File: src/rtl/psum_collector_if.sv
// psum_collector_if: partial-sum collector bus (array south edge in, popped rows out).
interface psum_collector_if #(
  parameter int col     = 8,
  parameter int psum_bw = 16
);
  logic [psum_bw*col-1:0] in;
  logic [psum_bw*col-1:0] out;
  logic [col-1:0]         wr;
  logic                   rd;
  logic                   out_vld;
  logic                   o_valid;
  logic                   o_full;
  logic                   ovf;
  modport master (output in, wr, rd, input out, out_vld, o_valid, o_full, ovf);
  modport slave  (input in, wr, rd, output out, out_vld, o_valid, o_full, ovf);
endinterface

File: src/rtl/psum_collector.sv
// psum_collector: per-column circular queues popped in lockstep into a registered row.
// Optional sticky overflow flag built only when PSUM_COLLECTOR_OVF_EN is defined.
module psum_collector #(
  parameter int col     = 8,
  parameter int psum_bw = 16,
  parameter int depth   = 8
) (
  input  logic             clk,
  input  logic             reset,
  psum_collector_if.slave  bus
);
  localparam int aw = $clog2(depth);
  localparam logic [aw:0] one = 1;
  logic [col-1:0]         w_empty;
  logic [col-1:0]         w_full;
  logic [col-1:0]         w_wen;
  logic [psum_bw*col-1:0] w_head;
  logic                   w_valid;
  logic                   w_pop;
  logic [psum_bw*col-1:0] r_out;
  logic                   r_out_vld;
  assign w_valid     = &(~w_empty);
  assign w_pop       = bus.rd && w_valid;
  assign bus.o_valid = w_valid;
  assign bus.o_full  = |w_full;
  assign bus.out     = r_out;
  assign bus.out_vld = r_out_vld;
  genvar c;
  generate
    for (c = 0; c < col; c++) begin : g_col
      logic [aw:0]        r_wp;
      logic [aw:0]        r_rp;
      logic [psum_bw-1:0] r_mem [depth];
      assign w_empty[c] = r_wp == r_rp;
      assign w_full[c]  = (r_wp[aw] != r_rp[aw]) && (r_wp[aw-1:0] == r_rp[aw-1:0]);
      // a pop frees the slot the write lands in, so full+pop still accepts
      assign w_wen[c]   = bus.wr[c] && (!w_full[c] || w_pop);
      assign w_head[c*psum_bw +: psum_bw] = r_mem[r_rp[aw-1:0]];
      always_ff @(posedge clk or negedge reset) begin
        if (!reset) begin
          r_wp <= '0;
          r_rp <= '0;
        end else begin
          if (w_wen[c]) r_wp <= r_wp + one;
          if (w_pop) r_rp <= r_rp + one;
        end
      end
      always_ff @(posedge clk) begin
        if (w_wen[c]) r_mem[r_wp[aw-1:0]] <= bus.in[c*psum_bw +: psum_bw];
      end
    end
  endgenerate
  always_ff @(posedge clk or negedge reset) begin
    if (!reset) begin
      r_out     <= '0;
      r_out_vld <= 1'b0;
    end else begin
      r_out_vld <= w_pop;
      if (w_pop) r_out <= w_head;
    end
  end
`ifdef PSUM_COLLECTOR_OVF_EN
  logic r_ovf;
  always_ff @(posedge clk or negedge reset) begin
    if (!reset) r_ovf <= 1'b0;
    else if (|(bus.wr & w_full) && !w_pop) r_ovf <= 1'b1;
  end
  assign bus.ovf = r_ovf;
`else
  assign bus.ovf = 1'b0;
`endif
endmodule

File: src/flat_wrapper.sv
// flat-port wrapper written by rule: the top's interface ports become plain ports
module psum_collector_flat 
#(
  parameter int col     = 8,
  parameter int psum_bw = 16,
  parameter int depth   = 8
)
  (clk, reset, bus_in, bus_wr, bus_rd, bus_out, bus_out_vld, bus_o_valid, bus_o_full, bus_ovf);
  psum_collector_if #(.col(col), .psum_bw(psum_bw)) bus_i ();
  input  logic clk;
  input  logic reset;
  input wire logic [$bits(bus_i.in)-1:0] bus_in;
  input wire logic [$bits(bus_i.wr)-1:0] bus_wr;
  input wire logic [$bits(bus_i.rd)-1:0] bus_rd;
  output wire logic [$bits(bus_i.out)-1:0] bus_out;
  output wire logic [$bits(bus_i.out_vld)-1:0] bus_out_vld;
  output wire logic [$bits(bus_i.o_valid)-1:0] bus_o_valid;
  output wire logic [$bits(bus_i.o_full)-1:0] bus_o_full;
  output wire logic [$bits(bus_i.ovf)-1:0] bus_ovf;
  assign bus_i.in = bus_in;
  assign bus_i.wr = bus_wr;
  assign bus_i.rd = bus_rd;
  assign bus_out = bus_i.out;
  assign bus_out_vld = bus_i.out_vld;
  assign bus_o_valid = bus_i.o_valid;
  assign bus_o_full = bus_i.o_full;
  assign bus_ovf = bus_i.ovf;
  psum_collector #(.col(col), .psum_bw(psum_bw), .depth(depth)) u_core (.clk(clk), .reset(reset), .bus(bus_i));
endmodule
File: config.mk
export PLATFORM = sky130hd
export DESIGN_NAME = psum_collector_flat
export DESIGN_NICKNAME = d
export VERILOG_FILES = /design/src/rtl/psum_collector_if.sv /design/src/rtl/psum_collector.sv /design/src/flat_wrapper.sv
export SDC_FILE = /design/constraint.sdc
export NUM_CORES = 1
export LEC_CHECK = 0
export ABC_AREA = 1
export CAP_MARGIN = 20
export CORE_MARGIN = 2
export CORE_UTILIZATION = 46
export DETAILED_ROUTE_END_ITERATION = 10
export PLACE_DENSITY = 0.69
export SYNTH_ARGS = -nofsm -noshare
export SYNTH_HDL_FRONTEND = slang
export SYNTH_SLANG_ARGS = --single-unit
File: constraint.sdc
create_clock -name clk -period 2.94 [get_ports clk]
set_clock_uncertainty 0.1 [all_clocks]
set_input_delay 0.441 -clock clk [delete_from_list [all_inputs] [get_ports clk]]
set_output_delay 0.441 -clock clk [all_outputs]
set_load 0.01 [all_outputs]
==> summary.md <==
| Metric | Value |
|---|---|
| DR iter-0 viols | `2711` |
| Clk_lat worst skew | `0.72 ns` |
| Clock sinks | `1217` |
| CTS H-tree depth | `3` |
| Synth unique cells | `31` |
| Peak VDD IR | `674 uV` |
| First-pass detailed-route iteration total | `6` |
| Hold Path Class | `in -> async` |
| PnR worst setup slack | `0.120 ns` |
| Arr. time, crit path | `approximately 2.3 ns` |
| Sequential power share | `around 39%` |
| CORE AREA | `between 100000 and 150000 um^2` |
| Top-area cell type share of the netlist area | `between 60% and 70%` |
| #FFs+latches synth | `1217` |
| Combinational group share of total power | `35.1%` |
| Global routing usage on met2 | `34.3%` |
| Final hold vios | `0` |
| Area of the multi-input gates | `between 10000 and 15000 um^2` |
| Cts bufs inserted | `between 100 and 150` |
| GRT met3 Usage | `3.71%` |
| Worst setup SP type | `flop` |
| CP max stage delay | `0.48 ns` |
| Largest net degree at the start of global routing | `77` |
| CTS tree | `done` |
| Vias in the first global route | `29100` |
| Pwr dens | `around 1100 nW/um^2` |
| Tcrit/Tclk final | `95.9%` |
| Mapped cell area | `47700 um^2` |
| Most frequent cells in the layout | `1024 x edfxtp_1, 564 x nand2_1, 355 x nor2_1` |
| Achievable Freq | `355 MHz` |
| Placed cell area | `52700 um^2` |
| Final Cell Area | `57000 um^2` |
| Setup TNS | `0 ns` |
| Worst path slowest cell | `dfrtp_1` |
| DRT antenna net count | `0` |
| Tot Pwr | `roughly 61 mW` |
| Switching Fraction | `35.6%` |
| Rel. slew slack | `41.4%` |
| Wire length per cell | `around 21 um` |
| Max-slew violation count | `0` |
| GP Congestion | `~0.84` |
| Place WS | `roughly 0.15 ns` |
| Critical path, cell by cell | `inv_1, nand2_1, nand2_1, nor2_1, nand2_1, nand2_2, nor2_4, nand2_2, inv_1, dlygate4sd2_1` |
| Syn_nets | `3593` |
| DRC violations left | `0` |
| Rows | `about 120` |
| Die width | `326 um` |
| Seq/Total Area, Yosys | `74.5%` |
| Initial antenna violation count | `14` |
| P_int | `39.2 mW` |
| Post-DP HPWL | `68200 um` |
| Clk slew on worst S/H paths | `0.07 ns` |
| Nets@finish | `3958` |
| I/O pins | `271` |
| CTS Root Cell | `clkbuf_16` |
| Via density | `5.51` |
| Global route overflow | `0` |
| Worst Tran Pin Value | `0.879 ns` |
| Final worst path period need | `2.82 ns` |
| GR peak layer | `met2` |
| Status | `completed` |
| Die Height | `approximately 330 um` |
| Synth top area cells | `edfxtp_1 64%, dfrtp_1 10%, mux2i_1 4.7%` |
| Total number of vias | `about 29000` |
| Psw | `21.6 mW` |
| Max Cap Violations | `0` |
| Share of total power in the clock network | `between 20% and 30%` |
| # fillers | `8213` |
| Static Leak | `20.8 nW` |
| Initial Util | `46.3%` |
| Worst path most repeated cell | `nand2_1` |
| Met1 usage | `27.3%` |
| Syn Inst Count | `3438` |
| I/O Buffers | `~270` |
| Register area | `35600 um^2` |
| Clk buf depth | `3` |
| Final WL | `110000 um` |
| Area leader, netlist | `edfxtp_1` |
| Yosys warning count | `0` |
| Crit-path max FO | `8` |
| Setup CP Type | `reg -> out` |
| Tot GR Track Use | `20.5%` |
| First-pass GRT wire length | `169000 um` |
| RSZ-0062 raised after global routing | `false` |
| CP Data Required Time | `2.40 ns` |
| Ratio of cells with drive above 1 in the final layout | `11.4%` |
| CP Capture Type | `primary output` |
| Area growth, synth to finish | `19.4%` |
| # setup viols final | `0` |
| Die ar. | `106000 um^2` |
| Post-Syn Area per Cell | `13.9 um^2` |
| Commonest non-fill, non-tap cell in the layout | `edfxtp_1` |
==> flip-flops by register name, indices dropped and copies added (netlist names) <==
signal,flops
u_core.bus.out_vld,1
u_core.g_col.r_wp,32
u_core.g_col.r_mem,1024
u_core.bus.out,128
u_core.g_col.r_rp,32
==> cell type report <==
class	count	area share, %
tap	1380	3.03
inverter	76	0.514
sequential	1217	62.5
antenna	2	0.00878
timing repair buffer	447	7.67
clock inverter	75	1.40
multi-input combinational	1941	19.2
clock buffer	155	5.73
==> logic make-up after synthesis <==
kind of cell	Yosys count	synth area share, %
compound gates	536	7.63
xor+xnor	21	0.385
fa+ha+maj	16	0.419
buf+inv	280	2.71
flops	1217	74.5
mux	224	4.70
other cells	1	0.00786
simple gates	1143	9.62
==> power by group through the flow <==
stage	registers (mW)	clock network, mW	logic [mW]
6_report	23.9	15.6	21.3
5_1_grt	24.2	16.6	23.5
4_1_cts	23.9	15.9	21.6
3_5_place_dp	24.2	0	21.2
3_3_place_gp	24.1	0	20.8
2_1_floorplan	24.2	0	13.2
==> cells in the mapped netlist <==
cell type  number
buf_1           4
clkinv_2        1
nor3_1          9
nor2_2          1
a21oi_1        16
mux2i_1       224
buf_4          12
nand3_4         1
nand2_2         6
o221ai_1      240
buf_8          10
dfrtp_1       193
ha_1           16
xor2_1         21
conb_1          1
o21ai_0       248
a211oi_1       16
buf_6           1
clkinv_1        2
edfxtp_1     1024
inv_2          31
buf_2          61
o22ai_1        16
nor2_1        358
nand4_1         1
nor4_1          2
nor2_4          1
nand2_1       570
nand3_1       194
clkbuf_1      116
inv_1          42
==> final timing paths <==
kind                                                           from                                    end  slack, ns  cells past startpoint
worst max-delay path            u_core.g_col[0].r_wp[0]$_DFFE_PN0P_                            bus_o_valid       0.12                     10
max in group asynchronous                                     reset    u_core.g_col[2].r_wp[0]$_DFFE_PN0P_       1.73                      3
worst min-delay path                                          reset         u_core.bus.out[53]$_DFFE_PN0P_       0.19                      2
worst min register to register        u_core.bus.out[2]$_DFFE_PN0P_          u_core.bus.out[2]$_DFFE_PN0P_       0.38                      2
worst max register to register  u_core.g_col[0].r_wp[0]$_DFFE_PN0P_  u_core.g_col[1].r_mem[5][2]$_DFFE_PP_       0.33                     13
min in group clk                                          bus_wr[7]    u_core.g_col[7].r_wp[1]$_DFFE_PN0P_       0.32                      3
==> metrics by stage <==
stage	utilization (%)	cells	hold WS, ns
floorplan	-	3438	0.0454
global placement	51.1	5047	0.362
detailed placement	51.1	5047	0.365
CTS	55.2	5291	0.220
global route	55.2	5293	0.251
finish	55.2	5293	0.195
==> routing by layer <==
layer,share of wire [%],vias up
li1,-,13500
met2,49,875
met4,2.1,18
met3,5.8,176
met1,43,14600
met5,0.094,-
==> what timing repair did <==
item | in CTS | in global routing
pin swaps | 1 | 0
gates resized for setup | 30 | 6
buffers inserted | 13 | 0
hold buffers | 1 | 0
setup endpoints to repair | 2 | 2
endpoints found under the hold margin | 70 | 0
==> critical path: cells and delay by family, from the launching register on <==
family	cells	cell delay [ns]
buffers and inverters	3	0.46
and+or+nand+nor	7	0.61
DFF	1	0.48
No activity file was read; power rests on OpenSTA's default activity.
